==> config.mk <==
export PLATFORM = sky130hd
export DESIGN_NAME = uart_reg_bridge
export DESIGN_NICKNAME = d
export VERILOG_FILES = /design/src/rtl/uart_reg_bridge.sv
export SDC_FILE = /design/constraint.sdc
export NUM_CORES = 1
export LEC_CHECK = 0
export ABC_AREA = 1
export CORE_MARGIN = 2
export CORE_UTILIZATION = 49
export DETAILED_ROUTE_END_ITERATION = 10
export PLACE_DENSITY = 0.78
export SYNTH_ARGS = -nofsm -noshare
export SYNTH_HDL_FRONTEND = slang
export SYNTH_SLANG_ARGS = --single-unit
==> constraint.sdc <==
create_clock -name CLK -period 3.6 [get_ports CLK]
set_clock_uncertainty 0.05 [all_clocks]
set_input_delay 0.9 -clock CLK [delete_from_list [all_inputs] [get_ports CLK]]
set_output_delay 0.9 -clock CLK [all_outputs]
set_load 0.02 [all_outputs]
==> src/rtl/uart_reg_bridge.sv <==
// Register peek/poke responder: decodes write (0x57 ADDR DATA) and read (0x52 ADDR)
// frames from the UART RX FIFO, drives an 8-bit register bus, and queues the reply byte.
module uart_reg_bridge #(
  parameter int ADDR_W  = 8,
  parameter int TIMEOUT = 50000
) (
  input  logic              CLK,
  input  logic              rst_n,
  input  logic [7:0]        rx_byte,
  input  logic              rx_empty,
  output logic              rx_rden,
  output logic [7:0]        tx_byte,
  input  logic              tx_full,
  output logic              tx_wren,
  output logic [ADDR_W-1:0] reg_addr,
  output logic [7:0]        reg_wdata,
  output logic              reg_we,
  output logic              reg_re,
  input  logic [7:0]        reg_rdata,
  output logic              busy,
  output logic              frame_err
);

  localparam logic [7:0] CMD_WR = 8'h57;
  localparam logic [7:0] CMD_RD = 8'h52;
  localparam logic [7:0] ACK    = 8'h06;
  localparam logic [7:0] NAK    = 8'h15;

  localparam int CNT_W = (TIMEOUT > 1) ? $clog2(TIMEOUT) : 1;
  localparam logic [CNT_W-1:0] CNT_LAST = CNT_W'((TIMEOUT > 0) ? TIMEOUT - 1 : 0);

  typedef enum logic [2:0] {
    S_IDLE,
    S_GET_ADDR,
    S_GET_DATA,
    S_BUS_WR,
    S_BUS_RD,
    S_RD_WAIT,
    S_SEND
  } state_e;

  state_e            state_q, state_d;
  logic              wr_q, wr_d;
  logic [CNT_W-1:0]  cnt_q, cnt_d;
  logic [7:0]        tx_byte_q, tx_byte_d;
  logic [ADDR_W-1:0] addr_q, addr_d;
  logic [7:0]        wdata_q, wdata_d;

  logic rx_ok;
  logic expired;
  logic pop, we, re, wren, ferr;

  // Pops are qualified by rst_n so no byte is taken while reset is held.
  assign rx_ok   = rst_n && !rx_empty;
  assign expired = (TIMEOUT != 0) && (cnt_q == CNT_LAST);

  always_comb begin
    state_d   = state_q;
    wr_d      = wr_q;
    cnt_d     = '0;
    tx_byte_d = tx_byte_q;
    addr_d    = addr_q;
    wdata_d   = wdata_q;
    pop       = 1'b0;
    we        = 1'b0;
    re        = 1'b0;
    wren      = 1'b0;
    ferr      = 1'b0;

    case (state_q)
      S_IDLE: begin
        if (rx_ok) begin
          pop = 1'b1;
          if (rx_byte == CMD_WR) begin
            wr_d    = 1'b1;
            state_d = S_GET_ADDR;
          end else if (rx_byte == CMD_RD) begin
            wr_d    = 1'b0;
            state_d = S_GET_ADDR;
          end else begin
            tx_byte_d = NAK;
            ferr      = 1'b1;
            state_d   = S_SEND;
          end
        end
      end

      S_GET_ADDR: begin
        if (rx_ok) begin
          pop     = 1'b1;
          addr_d  = rx_byte[ADDR_W-1:0];
          state_d = wr_q ? S_GET_DATA : S_BUS_RD;
        end else if (expired) begin
          ferr    = 1'b1;
          state_d = S_IDLE;
        end else begin
          cnt_d = cnt_q + CNT_W'(1);
        end
      end

      S_GET_DATA: begin
        if (rx_ok) begin
          pop     = 1'b1;
          wdata_d = rx_byte;
          state_d = S_BUS_WR;
        end else if (expired) begin
          ferr    = 1'b1;
          state_d = S_IDLE;
        end else begin
          cnt_d = cnt_q + CNT_W'(1);
        end
      end

      S_BUS_WR: begin
        we        = 1'b1;
        tx_byte_d = ACK;
        state_d   = S_SEND;
      end

      S_BUS_RD: begin
        re      = 1'b1;
        state_d = S_RD_WAIT;
      end

      S_RD_WAIT: begin
        tx_byte_d = reg_rdata;
        state_d   = S_SEND;
      end

      S_SEND: begin
        if (!tx_full) begin
          wren    = 1'b1;
          state_d = S_IDLE;
        end
      end

      default: state_d = S_IDLE;
    endcase
  end

  always_ff @(posedge CLK or negedge rst_n) begin
    if (!rst_n) begin
      state_q   <= S_IDLE;
      wr_q      <= 1'b0;
      cnt_q     <= '0;
      tx_byte_q <= '0;
      addr_q    <= '0;
      wdata_q   <= '0;
    end else begin
      state_q   <= state_d;
      wr_q      <= wr_d;
      cnt_q     <= cnt_d;
      tx_byte_q <= tx_byte_d;
      addr_q    <= addr_d;
      wdata_q   <= wdata_d;
    end
  end

  assign rx_rden   = pop;
  assign tx_wren   = wren;
  assign reg_we    = we;
  assign reg_re    = re;
  assign frame_err = ferr;
  assign tx_byte   = tx_byte_q;
  assign reg_addr  = addr_q;
  assign reg_wdata = wdata_q;
  assign busy      = (state_q != S_IDLE);

endmodule

==> run metrics <==
area delta synth->final=28.8%; initial antenna violation count=0; Largest stage delay, worst path=670 ps; final worst setup slack=193 ps; Clock Pin Slew Worst Setup and Hold Paths=80 ps; clk_lat worst skew=290 ps; largest net degree at the start of global routing=45; clock sink total=44; port bufs=49; mean post-synth cell area=7.99 um^2; ANT cells=0; HP Class=reg -> reg; Core Box Area=0.00444 mm^2; cell taking the most area after synthesis=dfrtp_1; initial DRC count=103; # DRC=0; crit path cell chain=clkdlybuf4s50_1 -> nor2_4 -> inv_2 -> a211oi_1 -> clkdlybuf4s50_1; cell row count=24; simple-gate share of the synthesized area=33.5%; number of global-route vias before repair=1988; CP delay by family, top=buffers and inverters; WP data arrival=2460 ps; Final setup violation count=0; gpl congestion=0.884; CP Launch Type=input port; register area share after synthesis=47.8%; EDFF count, synth=0; PD cells=701 mW/mm^2; register bit total from synthesis=44; Mapped Cells=288; Setup TNS=0 ps; Worst setup EP type=output port; ratio of cells with drive above 1 in the final layout=14.4%; first-pass GRT wire length=8780 um; crit path max-delay cell type=clkdlybuf4s50_1; pre-CTS setup slack=75.3 ps; drt pass-1 iters=4; crit path buf inv count=3; clock buffer depth=2; Die Ht=72.5 um; RSZ-0062 raised after global routing=false; Synth Area in Adders=0.543%; Max Cap Violations=0; share of the synthesized area in the top cell type=47.8%; HPWL Detailed=3700 um; Ports=50; Post-Syn Area=0.00230 mm^2; yosys warns=0; Vias/cell=5.00; Routed WL=4970 um; via count=1994; final net count=367; Die X-Extent=72.5 um; die area=0.00526 mm^2; TritonCTS Buffers=5; post-route ant nets=0; max frequency=294 MHz; worst-margin pin slew=537 ps; most frequent CP cell=clkdlybuf4s50_1; grt ovf=0; Initial Util=51.8%; crit path max fanout=4; Mapped Nets=309; post-synthesis mux area share=0%; Tmin final=3410 ps; CTS tree=done; largest cells by area after synthesis=dfrtp_1 48%, nand2_1 13%, inv_1 5.5%, nor2_1 5.5%, o21ai_1 3.0%; top_reg_cell synth=dfrtp_1; outcome=finished clean; routed length per instance=12.4 um; compound-cell area share of the yosys netlist=9.13%; Synth async-reset ratio=100%; most common cell in the netlist=nand2_1; Fin. Hold Viols=0; CTS H-tree lvls=2; Crit path required time=2650 ps; global router's overall resource usage=21.3%; P_leak=0.00145 uW; Max Slew Vio Count=0; Root Buffer=clkbuf_8; Yosys cell types=34; VDD IR max=0.000473 V; top cells by count, synth=80 x nand2_1, 44 x dfrtp_1, 34 x inv_1, 34 x nor2_1, 14 x o21ai_1; Setup CP Type=in -> out; post-route clock period utilization=94.6%; max_slew headroom=64.2%; largest family of logic cells by synthesized area=simple AND/OR/NAND/NOR gates; Synth Area in XOR/XNOR=1.14%
## worst paths after layout
check | start | endpoint | slack [ps] | cells after the start
setup / recovery | rx_empty | rx_rden | 190 | 5
min in group asynchronous | rst_n | reg_wdata[5]$_DFFE_PN0P_ | 660 | 2
setup reg to reg | state_q[0]$_DFFE_PN0P_ | state_q[1]$_DFFE_PN0P_ | 1910 | 9
hold reg to reg | reg_addr[6]$_DFFE_PN0P_ | reg_addr[6]$_DFFE_PN0P_ | 450 | 2
max in group asynchronous | rst_n | tx_byte[0]$_DFFE_PN0P_ | 2470 | 2
hold / removal | reg_addr[6]$_DFFE_PN0P_ | reg_addr[6]$_DFFE_PN0P_ | 450 | 2
## metrics by stage
step                      hold slack [ps]  total power (uW)  cell area [um^2]  std cells  utilization (%)
after global placement                418              1760              2870        391             64.6
after CTS                             450              2100              2960        399             66.7
after global routing                  465              2220              2970        399             66.7
final                                 445              2080              2970        399             66.7
after detailed placement              427              1770              2870        391             64.6
after floorplan                       404              1360              2300        288                -
## layout make-up
| type | count | area (um^2) |
|---|---|---|
| sequential | 44 | 1100 |
| tap | 52 | 65.1 |
| fill | 388 | 1480 |
| clock inverter | 2 | 10.0 |
| timing repair buffer | 54 | 526 |
| multi-input combinational | 198 | 1020 |
| clock buffer | 6 | 82.6 |
| inverter | 43 | 161 |
## worst min-delay path: stages, from the launching register on
cell and delay (ps):
dfrtp_1 350, nand2_1 50, o21ai_1 60
## per-layer routing
layer  up-vias  track usage, %  part of all wire [%]
met3        10            6.39                   4.8
met5         -               0                     0
met1       907            26.6                    44
met2        47            35.3                    50
met4         0            7.41                   1.9
li1       1030               -                     -
## cells by family after synthesis
group | count (synthesis)
DFF | 44
xor gates and xnor gates | 3
adders and majority gates | 1
buffers and inverters | 46
AOI/OAI and AO/OA | 34
and+or+nand+nor | 160
## sequential cells by signal (all words and copies together), names as in the netlist
signal	cells
wr_q	1
tx_byte	8
state_q	3
cnt_q	16
reg_addr	8
reg_wdata	8
## cell usage in the layout (no fill, tap or decap)
cell type,instances
a211oi_1,1
a21boi_2,2
a21oi_1,1
a21oi_2,1
a21oi_4,1
a31oi_1,4
buf_2,1
buf_4,5
clkbuf_8,6
clkdlybuf4s50_1,47
clkinv_1,1
clkinv_2,2
dfrtp_1,44
dlymetal6s2s_1,1
ha_1,1
inv_1,34
inv_2,8
nand2_1,80
nand2_2,10
nand2_4,1
nand2_8,1
nand3_1,8
nand3_2,5
nand3_4,1
nand4_1,6
nand4_2,1
nor2_1,34
nor2_2,1
nor2_4,2
nor3_1,8
nor3_4,1
nor4_1,1
o21ai_0,8
o21ai_1,14
o21ai_2,1
o22ai_1,1
xnor2_1,1
xor2_1,2
## repair_timing
item / CTS / global route
buffers inserted: 0 / 0
endpoints found under the setup margin: 0 / 1
resized for setup: 0 / 1
hold buffers: 0 / 0
## power breakdown
part	internal [uW]	switching [uW]	total (uW)
clock network	153	167	321
logic	429	574	1000
registers	637	117	754
Power figures use the tool's default switching activity.
